<file path="src/rtl/apu_pulse_mixer.sv">
`default_nettype none
// ============================================================================
//  Module   : apu_pulse_mixer
//  Purpose  : Collects one 1-bit level from each APU pulse channel per round
//             (valid/ready), weights each level by a per-channel volume,
//             sums them into a mixed sample and turns that sample into a
//             1-bit PDM pin with a first-order sigma-delta modulator.
//  Revision : 1.0 - initial release
// ----------------------------------------------------------------------------
//  Ports
//    clk             clock
//    rst_n           asynchronous active-low reset
//    i_ch_data       pulse level per channel
//    i_ch_vld        per-channel valid
//    o_ch_rdy        per-channel ready (registered state only, no vld->rdy path)
//    i_vol_data      volume value to write
//    i_vol_sel       target channel index (>= NUM_CH: accepted and dropped)
//    i_vol_vld       volume write valid
//    o_vol_rdy       volume write ready (1 from first edge after reset)
//    i_div           idle cycles between sample collections
//    i_mute          (only with APU_MIXER_MUTE_EN) force sample and PDM to 0
//    o_sample_out    last mixed sample
//    o_sample_strobe one-cycle pulse when o_sample_out updates
//    o_pdm_out       sigma-delta output bit
//  Optional feature macro: APU_MIXER_MUTE_EN (adds i_mute)
// ============================================================================
module apu_pulse_mixer #(
    parameter int NUM_CH = 3,
    parameter int VOL_W  = 4,
    parameter int DIV_W  = 8
) (
    input  logic                 clk,
    input  logic                 rst_n,
    input  logic [NUM_CH-1:0]    i_ch_data,
    input  logic [NUM_CH-1:0]    i_ch_vld,
    output logic [NUM_CH-1:0]    o_ch_rdy,
    input  logic [VOL_W-1:0]     i_vol_data,
    input  logic [1:0]           i_vol_sel,
    input  logic                 i_vol_vld,
    output logic                 o_vol_rdy,
    input  logic [DIV_W-1:0]     i_div,
`ifdef APU_MIXER_MUTE_EN
    input  logic                 i_mute,
`endif
    output logic [VOL_W+1:0]     o_sample_out,
    output logic                 o_sample_strobe,
    output logic                 o_pdm_out
);

    localparam int SUM_W = VOL_W + 2;
    localparam logic [NUM_CH-1:0] c_ALL_GOT = '1;

    typedef enum logic [0:0] {
        S_WAIT    = 1'b0,
        S_COLLECT = 1'b1
    } state_t;

    state_t                 r_state;
    state_t                 w_state_nxt;
    logic [DIV_W-1:0]       r_cnt;
    logic [DIV_W-1:0]       w_cnt_nxt;
    logic [NUM_CH-1:0]      r_got;
    logic [NUM_CH-1:0]      r_bits;
    logic [VOL_W-1:0]       r_vol [NUM_CH];
    logic                   r_vol_rdy;
    logic [SUM_W-1:0]       r_sample;
    logic                   r_strobe;
    logic [SUM_W:0]         r_acc;
    logic                   r_pdm;

    logic [NUM_CH-1:0]      w_take;
    logic [NUM_CH-1:0]      w_got_nxt;
    logic [NUM_CH-1:0]      w_bits_nxt;
    logic                   w_done;
    logic [SUM_W-1:0]       w_sum;
    logic [SUM_W:0]         w_acc_nxt;
    logic                   w_mute;

`ifdef APU_MIXER_MUTE_EN
    assign w_mute = i_mute;
`else
    assign w_mute = 1'b0;
`endif

    // Ready comes purely from registered state so the upstream channel never
    // sees a combinational path from its own valid back to ready.
    assign o_ch_rdy   = (r_state == S_COLLECT) ? ~r_got : '0;
    assign w_take     = i_ch_vld & o_ch_rdy;
    assign w_got_nxt  = r_got | w_take;
    assign w_bits_nxt = (r_bits & ~w_take) | (i_ch_data & w_take);

    // ------------------------------------------------------------------
    // Round state machine
    // ------------------------------------------------------------------
    always_ff @(posedge clk or negedge rst_n) begin
        if (!rst_n) begin
            r_state <= S_WAIT;
            r_cnt   <= '0;
        end else begin
            r_state <= w_state_nxt;
            r_cnt   <= w_cnt_nxt;
        end
    end

    always_comb begin
        w_state_nxt = r_state;
        w_cnt_nxt   = r_cnt;
        w_done      = 1'b0;
        case (r_state)
            S_WAIT: begin
                if (r_cnt == '0) begin
                    w_state_nxt = S_COLLECT;
                end else begin
                    w_cnt_nxt = r_cnt - 1'b1;
                end
            end
            S_COLLECT: begin
                // Round closes on the edge where the last missing channel lands;
                // i_div is only sampled here, so mid-wait changes wait a round.
                if (w_got_nxt == c_ALL_GOT) begin
                    w_done      = 1'b1;
                    w_state_nxt = S_WAIT;
                    w_cnt_nxt   = i_div;
                end
            end
            default: w_state_nxt = S_WAIT;
        endcase
    end

    // Weighted sum of the round's levels using the pre-write volume values.
    always_comb begin
        w_sum = '0;
        for (int i = 0; i < NUM_CH; i++) begin
            if (w_bits_nxt[i]) begin
                w_sum = w_sum + SUM_W'(r_vol[i]);
            end
        end
    end

    // Carry out of the SUM_W-bit accumulator is the PDM bit.
    assign w_acc_nxt = {1'b0, r_acc[SUM_W-1:0]} + {1'b0, r_sample};

    // ------------------------------------------------------------------
    // Datapath registers
    // ------------------------------------------------------------------
    always_ff @(posedge clk or negedge rst_n) begin
        if (!rst_n) begin
            r_got     <= '0;
            r_bits    <= '0;
            r_vol_rdy <= 1'b0;
            r_sample  <= '0;
            r_strobe  <= 1'b0;
            r_acc     <= '0;
            r_pdm     <= 1'b0;
            for (int i = 0; i < NUM_CH; i++) begin
                r_vol[i] <= '1;
            end
        end else begin
            r_vol_rdy <= 1'b1;
            r_strobe  <= w_done;
            r_bits    <= w_bits_nxt;
            r_got     <= w_done ? '0 : w_got_nxt;

            if (w_done) begin
                r_sample <= w_mute ? '0 : w_sum;
            end

            if (w_mute) begin
                r_acc <= '0;
                r_pdm <= 1'b0;
            end else begin
                r_acc <= w_acc_nxt;
                r_pdm <= w_acc_nxt[SUM_W];
            end

            // Out-of-range selects match no channel: accepted and dropped.
            if (i_vol_vld && r_vol_rdy) begin
                for (int i = 0; i < NUM_CH; i++) begin
                    if (i_vol_sel == 2'(i)) begin
                        r_vol[i] <= i_vol_data;
                    end
                end
            end
        end
    end

    assign o_vol_rdy       = r_vol_rdy;
    assign o_sample_out    = r_sample;
    assign o_sample_strobe = r_strobe;
    assign o_pdm_out       = r_pdm;

endmodule
`default_nettype wire
</file>
<file path="config.mk">
export PLATFORM = sky130hd
export DESIGN_NAME = apu_pulse_mixer
export DESIGN_NICKNAME = d
export VERILOG_FILES = /design/src/rtl/apu_pulse_mixer.sv
export SDC_FILE = /design/constraint.sdc
export NUM_CORES = 1
export LEC_CHECK = 0
export CORE_ASPECT_RATIO = 1.1
export CORE_MARGIN = 2
export CORE_UTILIZATION = 40
export DETAILED_ROUTE_END_ITERATION = 10
export GPL_ROUTABILITY_DRIVEN = 0
export PLACE_DENSITY = 0.72
export SYNTH_ARGS = -nofsm -noshare
export SYNTH_HDL_FRONTEND = slang
export SYNTH_SLANG_ARGS = --single-unit
</file>
<file path="constraint.sdc">
create_clock -name clk -period 5.86 [get_ports clk]
set_input_delay 1.465 -clock clk [delete_from_list [all_inputs] [get_ports clk]]
set_output_delay 1.465 -clock clk [all_outputs]
set_load 0.02 [all_outputs]
</file>
### Word level (Yosys, flattened, before mapping)

Cells that the tools add are included.

* flip-flop bits (word level): 42
* input port bits: 23
* output and inout bits: 12
* logic and storage cells: 49

* add/subtract/negate cells: 4
* equality and inequality tests: 5
* multiplexer cells: 13
* bitwise gates (word level): 8
* reductions and logical operators: 7

Operators with widths (count)
* 2-to-1 mux 8 bit: 2
* one-hot mux 8 bit (2 select lines): 1
* adder 6 x 4 -> 6 bit: 2
* 2-to-1 mux 6 bit: 2
* AND 3 bit: 3
* logical NOT 8 bit: 1
* AND reduction 2 bit: 4
* subtractor 8 x 1 -> 8 bit (second input constant): 1
* adder 6 x 6 -> 7 bit: 1
* 2-to-1 mux 3 bit: 2
* NOT 3 bit: 2
* bitwise OR 3 bit: 2
* 2-to-1 mux 1 bit: 4
* 2-to-1 mux 4 bit: 1
* == test 3 bit (second input constant): 1
* == test 2 x 1 -> 1 bit (second input constant): 1
* == test 2 bit (second input constant): 1
* logical NOT 2 bit: 1
* != test 2 x 1 -> 1 bit (second input constant): 1
* != test 2 bit (second input constant): 1
* one-hot mux 1 bit (2 select lines): 1
* logical AND 1 bit: 1
* NOT 1 bit: 1

### Longest topological paths before layout

Gate-level depths: netlist of the first run.

* depth in word-level cells: 11
* gate-level depth with buffers: 15
* gate-level depth less buffers: 14

### Least setup slack after synthesis of the first run

No wires, ideal clock.

* kind: input to register
* start point: input port i_ch_vld[0]
* end point: register r_sample[4] (netlist: o_sample_out[4])
* setup time: 82 ps
* arrival: 4238 ps
* required time: 5778 ps
* slack: 1540 ps
* cell stages on the path: 14
* path buffers: 0
* path through: and3b_1 -> o21ai_0 -> and2_1 -> ha_1 -> inv_1 -> fa_1 -> nor2_1 -> a21o_1 -> fa_1 -> a21o_1 -> a21oi_1 -> nor2_1 -> or3_1 -> a31oi_1

* cells in the longest elaborated chain, start to end: 9
* elaborated cells between the ends (all ways): 14
* classes of those cells: add/sub (2); eq/ne (1); mux (5); bitwise (6)

Ends and longest elaborated chain
* start, declared: RTL line 35 `input logic [NUM_CH-1:0] i_ch_vld,`
* AND 3 bit (*): RTL line 88 `assign w_take = i_ch_vld & o_ch_rdy;`
* NOT 3 bit: RTL line 90 `assign w_bits_nxt = (r_bits & ~w_take) | (i_ch_data & w_take);`
* AND 3 bit: RTL line 90
* bitwise OR 3 bit (*): RTL line 90
* net w_bits_nxt[0]: RTL line 73 `logic [NUM_CH-1:0] w_bits_nxt;`
* 2-to-1 mux 4 bit (*): RTL line 134 `if (w_bits_nxt[i]) begin`
* adder 6 x 4 -> 6 bit: RTL line 135 `w_sum = w_sum + SUM_W'(r_vol[i]);`
* 2-to-1 mux 6 bit (*): RTL line 134
* adder 6 x 4 -> 6 bit: RTL line 135
* 2-to-1 mux 6 bit (*): RTL line 134
* end signal, assigned: RTL line 165 `r_sample <= w_mute ? '0 : w_sum;`
* end, declared: RTL line 66 `logic [SUM_W-1:0] r_sample;`

The timed path passes the listed nets; every way through them passes the cells marked *.
A chain may end at the register's enable or synchronous reset.

### Worst setup path after layout of the first run

Same ends and word-level chain as after synthesis.

==> reports/metrics.csv, run 1 <==
metric,value,unit
status,completed,
Synth Area in Compound Gates,0.1567,
RR Endpoint,o_sample_out[4],
synthesis-to-finish area growth,20.61,%
Clock Tree Buf Depth,2,
crit end category,register,
Die W,78.75,microns
worst skew pair latency,0.30,ns
initial antenna violation count,0,
nets@finish,320,
pins over their slew limit,0,
Lkg Pwr,1.317,nW
minimum clock period,4.896,ns
relative slew slack,0.4017,
Fillers,531,
main area contributors after synthesis,"dfrtp_1 (31%), dfstp_2 (13%), ha_1 (8.7%), mux2_2 (6.0%), o21ai_0 (3.3%)",
VDD IR-drop max,195.7,uV
Seq cells post-synth,42,
CP max stage cell,clkdlybuf4s50_1,
worst path bufs/invs,2,
DIE HEIGHT,86.23,microns
R2R setup slack,2.01,ns
"commonest non-fill, non-tap cell in the layout",clkdlybuf4s50_1,
total core area,5842,sq um
"Top FF cell, synth",dfrtp_1,
"Avg Cell Area, Syn",10.16,sq um
first-pass GRT wire length,8.404,mm
drt drc,0,
critical path's top delay family,compound AO/OA/AOI/OAI gates,
largest incremental delay on the critical path,0.49,ns
WL per Instance,13.36,microns
drt total wl,4.742,mm
Cell variety after synth,48,
r2r startpoint,r_state,
GRT Total Usage,0.1564,
Synth area leader,dfrtp_1,
total congestion overflow,0,
CP Data Required Time,6.08,ns
critical path type,primary input to register,
post-synthesis cell area,2459,sq um
Ports,35,
vias in the first global route,1836,
Ant. Diodes,0,
Post-DP HPWL,3.604,mm
unrepaired setup endpoints after global routing,false,
CP arrival,5.11,ns
Setup Viol. Count Final,0,
htree depth,2,
most frequent cells in the layout,"clkdlybuf4s50_1 (33), dfrtp_1 (30), nor2_1 (21)",
Post-Syn Instances,242,
area share of fa/ha/maj cells after synthesis,0.1109,
Rows,29,
Synth Area in XOR/XNOR,0.03206,
TritonRoute pass-1 iters,4,
"Hold Vio Cnt, Final",0,
Crit Path Max Fanout,5,
hold endpoint,r_acc[0],
largest family of logic cells by synthesized area,compound AO/OA/AOI/OAI gates,
Post-CTS Setup Bufs,0,
via count,1859,
Worst Hold Depth,1,
Routed Antenna Nets,0,
CTS resizes,0,
Post-synth ARST share,1.000,
crit path launch type,primary input,
die area,6790,sq um
Clock transition at path regs,0.07,ns
Total Negative Setup Slacks,0,ns
CTS tree,yes,
Post-synth EDFFs,0,
drt initial violations,97,
CTS root buffer,clkbuf_8,
largest net degree at the start of global routing,43,
critical path cell sequence,clkdlybuf4s50_1 > and3b_1 > o21ai_0 > and2_1 > ha_1 > inv_1 > fa_1 > nor2_1 > a21o_1 > fa_1 > a21o_1 > a21oi_1 > nor2_1 > or3_1 > a31oi_1,
simple-gate share of the synthesized area,0.1476,
power density cells,486.6,nW/um^2
Hold WC Path Type,register to register,
hold buffers post-CTS,0,
Synth top area share,0.3053,
port buffer count,34,
final core occ,0.5076,
# Max-Cap Violations,0,
Max Freq,204.3,MHz
syn_nets,285,
Layout Skew,0.01069,ns
R2R cell count,15,
Final period util,0.8355,
multiplexer area fraction after synthesis,0.07684,
clock sink count,42,
Initial Util,0.4209,
yosys warns,0,
Worst Tran Pin Value,0.8975,ns
vias per cell,5.237,
layout cell share with drive strength beyond 1,0.1439,
worst hold start,r_acc[0],
CTS buffer count,5,
sequential area share after synthesis,0.4336,
[worst max path at each step]
stage	startpoint	slack [ns]	end	depth (start not counted)
4_1_cts	i_ch_vld[0]	1.00	o_sample_out[4]	15
3_5_place_dp	i_ch_vld[0]	0.70	o_sample_out[4]	15
2_1_floorplan	i_ch_vld[0]	1.54	o_sample_out[4]	14
6_report	i_ch_vld[0]	0.96	o_sample_out[4]	15
5_1_grt	i_ch_vld[0]	0.77	o_sample_out[4]	15
3_3_place_gp	i_ch_vld[0]	0.79	o_sample_out[4]	15
[Yosys cell counts, drive strengths merged (4+ instances only)]
master / instances
dfrtp: 30
nor2: 21
inv: 18
ha: 17
o21ai: 17
a21oi: 15
mux2: 13
dfstp: 12
nand2: 10
a21o: 8
nor3: 7
xnor2: 7
a211oi: 4
a31oi: 4
and2: 4
clkbuf: 4
nand3b: 4
nor4: 4
[metal layers]
layer / part of all wire / global-route usage / up-vias
met1: 0.47 / 0.1950 / 887
met3: 0.035 / 0.03646 / 5
met2: 0.48 / 0.2650 / 32
met5: 0 / 0 / -
met4: 0.014 / 0.05742 / 0
li1: - / - / 935
[area by class of cell]
class | instances | area, sq um | share of cell area
well taps | 77 | 96.34 | 0.03249
repair buffers | 35 | 342.8 | 0.1156
clock buffers | 7 | 96.34 | 0.03249
flip-flops and latches | 42 | 1066 | 0.3595
multi-input cells | 175 | 1292 | 0.4359
inverters | 18 | 67.56 | 0.02278
clock inverters | 1 | 3.754 | 0.001266
[sequential cells by signal, indices dropped and copies added, names as in the netlist, 3 cells and up]
register      cells
r_vol            12
o_sample_out      6
r_acc             6
r_bits            3
r_got             3
r_cnt             8
[where the power goes]
part / total, mW / internal [mW] / switching (mW)
sequential: 0.512 / 0.421 / 0.0916
combinational: 0.729 / 0.342 / 0.387
clock: 0.202 / 0.106 / 0.0961
total: 1.44 / 0.869 / 0.574
[cells by family (layout without fill, tap and decap cells)]
kind of cell | count (synthesis) | count (layout)
adder cells (fa/ha/maj) | 20 | 20
other | 1 | 1
AND/OR/NAND/NOR | 68 | 68
AO/OA/AOI/OAI | 61 | 61
multiplexers | 16 | 16
flip-flops | 42 | 42
XOR/XNOR | 9 | 9
buffers and inverters | 25 | 61
[through the flow]
| step | instance area (sq um) | total power, mW | setup WS (ns) | hold WS, ns | instances |
|---|---|---|---|---|---|
| global placement | 2865 | 1.225 | 0.7918 | 0.4531 | 347 |
| detailed placement | 2865 | 1.246 | 0.7046 | 0.4685 | 347 |
| global route | 2965 | 1.580 | 0.7738 | 0.5001 | 355 |
| floorplan | 2459 | 1.057 | 1.540 | 0.4430 | 242 |
| CTS | 2965 | 1.456 | 1.004 | 0.4869 | 355 |
| finish | 2965 | 1.443 | 0.9642 | 0.4797 | 355 |
No activity file was read; power rests on OpenSTA's default activity.
==> run 2: changes to the inputs <==
clock period = 4.9 ns   (was 5.86 ns; I/O delays follow)
==> run 2 against run 1 <==
Clock power increased by 4%. Register-to-register slack lost 0.67 ns. Die area unchanged. Sequential cell count is the same. Critical path depth unchanged. Worst setup slack got worse by 0.63 ns. Worst hold slack got worse by 0.0019 ns. Design area fell by 0.17%. Global-route usage fell by 0.14 points.
==> reports/metrics.csv, run 2 (synthesis gave the netlist of run 1 again) <==
metric,value,unit
status,completed,
R2R cell count,14,
Gate power share,0.523,
CTS root buffer,clkbuf_8,
CTS tree,yes,
Post-DP HPWL,3.686,mm
CTS resizes,0,
unrepaired setup endpoints after global routing,false,
htree depth,2,
Ant. Diodes,0,
Hold WC Path Type,register to register,
CP Data Required Time,5.11,ns
Worst Tran Pin Value,0.9218,ns
Top Registers,"r_vol: 12 flops, r_cnt: 8 flops",
Clock transition at path regs,0.07,ns
vias per cell,5.199,
drt total wl,4.863,mm
Final period util,0.9315,
total core area,5842,sq um
Initial Util,0.4209,
TritonRoute pass-1 iters,4,
Clock Tree Buf Depth,2,
most frequent cells in the layout,"clkdlybuf4s50_1 (33), dfrtp_1 (30), nor2_1 (21)",
Rows,29,
port buffer count,34,
DIE HEIGHT,86.23,microns
P_int,1.025,mW
CTS buffer count,5,
nets@finish,322,
worst skew pair latency,0.29,ns
R2R setup slack,1.34,ns
Die W,78.75,microns
clock sink count,42,
VDD IR-drop max,274.1,uV
vias in the first global route,1812,
"Hold Vio Cnt, Final",0,
Net Sw Power,0.6952,mW
Levels on crit path,15,
pins over their slew limit,0,
worst path bufs/invs,2,
critical path type,primary input to register,
crit end category,register,
Max Freq,219.1,MHz
GRT Total Usage,0.1550,
relative slew slack,0.3855,
critical path cell sequence,clkdlybuf4s50_1 > and3b_1 > o21ai_0 > and2_1 > ha_1 > inv_1 > fa_1 > nor2_1 > a21o_1 > fa_1 > a21o_1 > a21oi_1 > nor2_1 > or3_1 > a31oi_1,
hold buffers post-CTS,0,
Total Negative Setup Slacks,0,ns
max FFs per register,12,
initial antenna violation count,0,
drt drc,0,
power density cells,581.2,nW/um^2
Setup Viol. Count Final,0,
Crit Path Max Fanout,5,
Worst Hold Depth,1,
WL per Instance,13.62,microns
worst hold slack,0.4778,ns
total congestion overflow,0,
Ports,35,
Lkg Pwr,1.315,nW
clock power share,0.123,
Layout Skew,0.01011,ns
drt initial violations,82,
CP max stage cell,clkdlybuf4s50_1,
minimum clock period,4.564,ns
sequential group share of total power,0.355,
crit path launch type,primary input,
Routed Antenna Nets,0,
via count,1856,
CP arrival,4.77,ns
"Most flops, register",r_vol,
largest net degree at the start of global routing,43,
first-pass GRT wire length,8.314,mm
"commonest non-fill, non-tap cell in the layout",clkdlybuf4s50_1,
# Max-Cap Violations,0,
critical path's top delay family,adder cells,
Switching Fraction,0.4041,
largest incremental delay on the critical path,0.48,ns
synthesis-to-finish area growth,20.41,%
Post-CTS Setup Bufs,0,
die area,6790,sq um
layout cell share with drive strength beyond 1,0.1429,
-- run 2: cell count changes in the layout (fill, tap and decap cells not counted), sizes merged --
cell    delta
clkbuf     +1
clkinv     -1
buf        +2
-- run 2: worst paths after layout --
| path | startpoint | end |
|---|---|---|
| setup / recovery | i_ch_vld[0] | o_sample_out[4] |
| setup reg to reg | r_got[0] | o_sample_out[4] |
| hold / removal | r_acc[0] | r_acc[0] |
| hold reg to reg | r_acc[0] | r_acc[0] |
| max in group asynchronous | rst_n | r_acc[2] |
| min in group asynchronous | rst_n | r_state |
-- run 2: metrics by stage --
step                        util  worst slack [ns]  power, mW  instances  cell area, sq um
after global placement    0.4930            0.1652      1.483        349              2880
after floorplan                -            0.8204      1.265        242              2459
after CTS                 0.5067            0.3338      1.736        357              2960
after global routing      0.5067           0.04010      1.883        357              2960
final                     0.5067            0.3358      1.720        357              2960
after detailed placement  0.4930           0.07000      1.513        349              2880
-- run 2: routing by layer --
layer | up-vias | part of all wire | track usage
met5 | - | 0 | 0
met4 | 0 | 0.0088 | 0.03349
met3 | 4 | 0.030 | 0.03646
met2 | 23 | 0.50 | 0.2688
met1 | 891 | 0.46 | 0.1978
li1 | 938 | - | -
-- run 2: area by class of cell --
cell class,instances,area (sq um)
Clock buffer,8,80.08
Fill cell,535,2882
Inverter,18,67.56
Multi-Input combinational cell,175,1292
Sequential cell,42,1066
Tap cell,77,96.34
Timing Repair Buffer,37,357.8
-- run 2: worst reg2reg max path, cell delays in order, from the launching register on --
cell and delay [ns]:
dfrtp_1 0.43, and3b_1 0.22, o21ai_0 0.33, and2_1 0.19, ha_1 0.21, inv_1 0.07
fa_1 0.47, nor2_1 0.05, a21o_1 0.19, fa_1 0.45, a21o_1 0.21, a21oi_1 0.13
nor2_1 0.06, or3_1 0.32, a31oi_1 0.16
-- run 2: power by group through the flow --
stage	logic [mW]	clock network (mW)	registers [mW]
floorplan	0.650	0	0.614
global placement	0.869	0	0.613
detailed placement	0.896	0	0.617
CTS	0.906	0.219	0.611
global route	1.02	0.236	0.632
finish	0.899	0.211	0.610
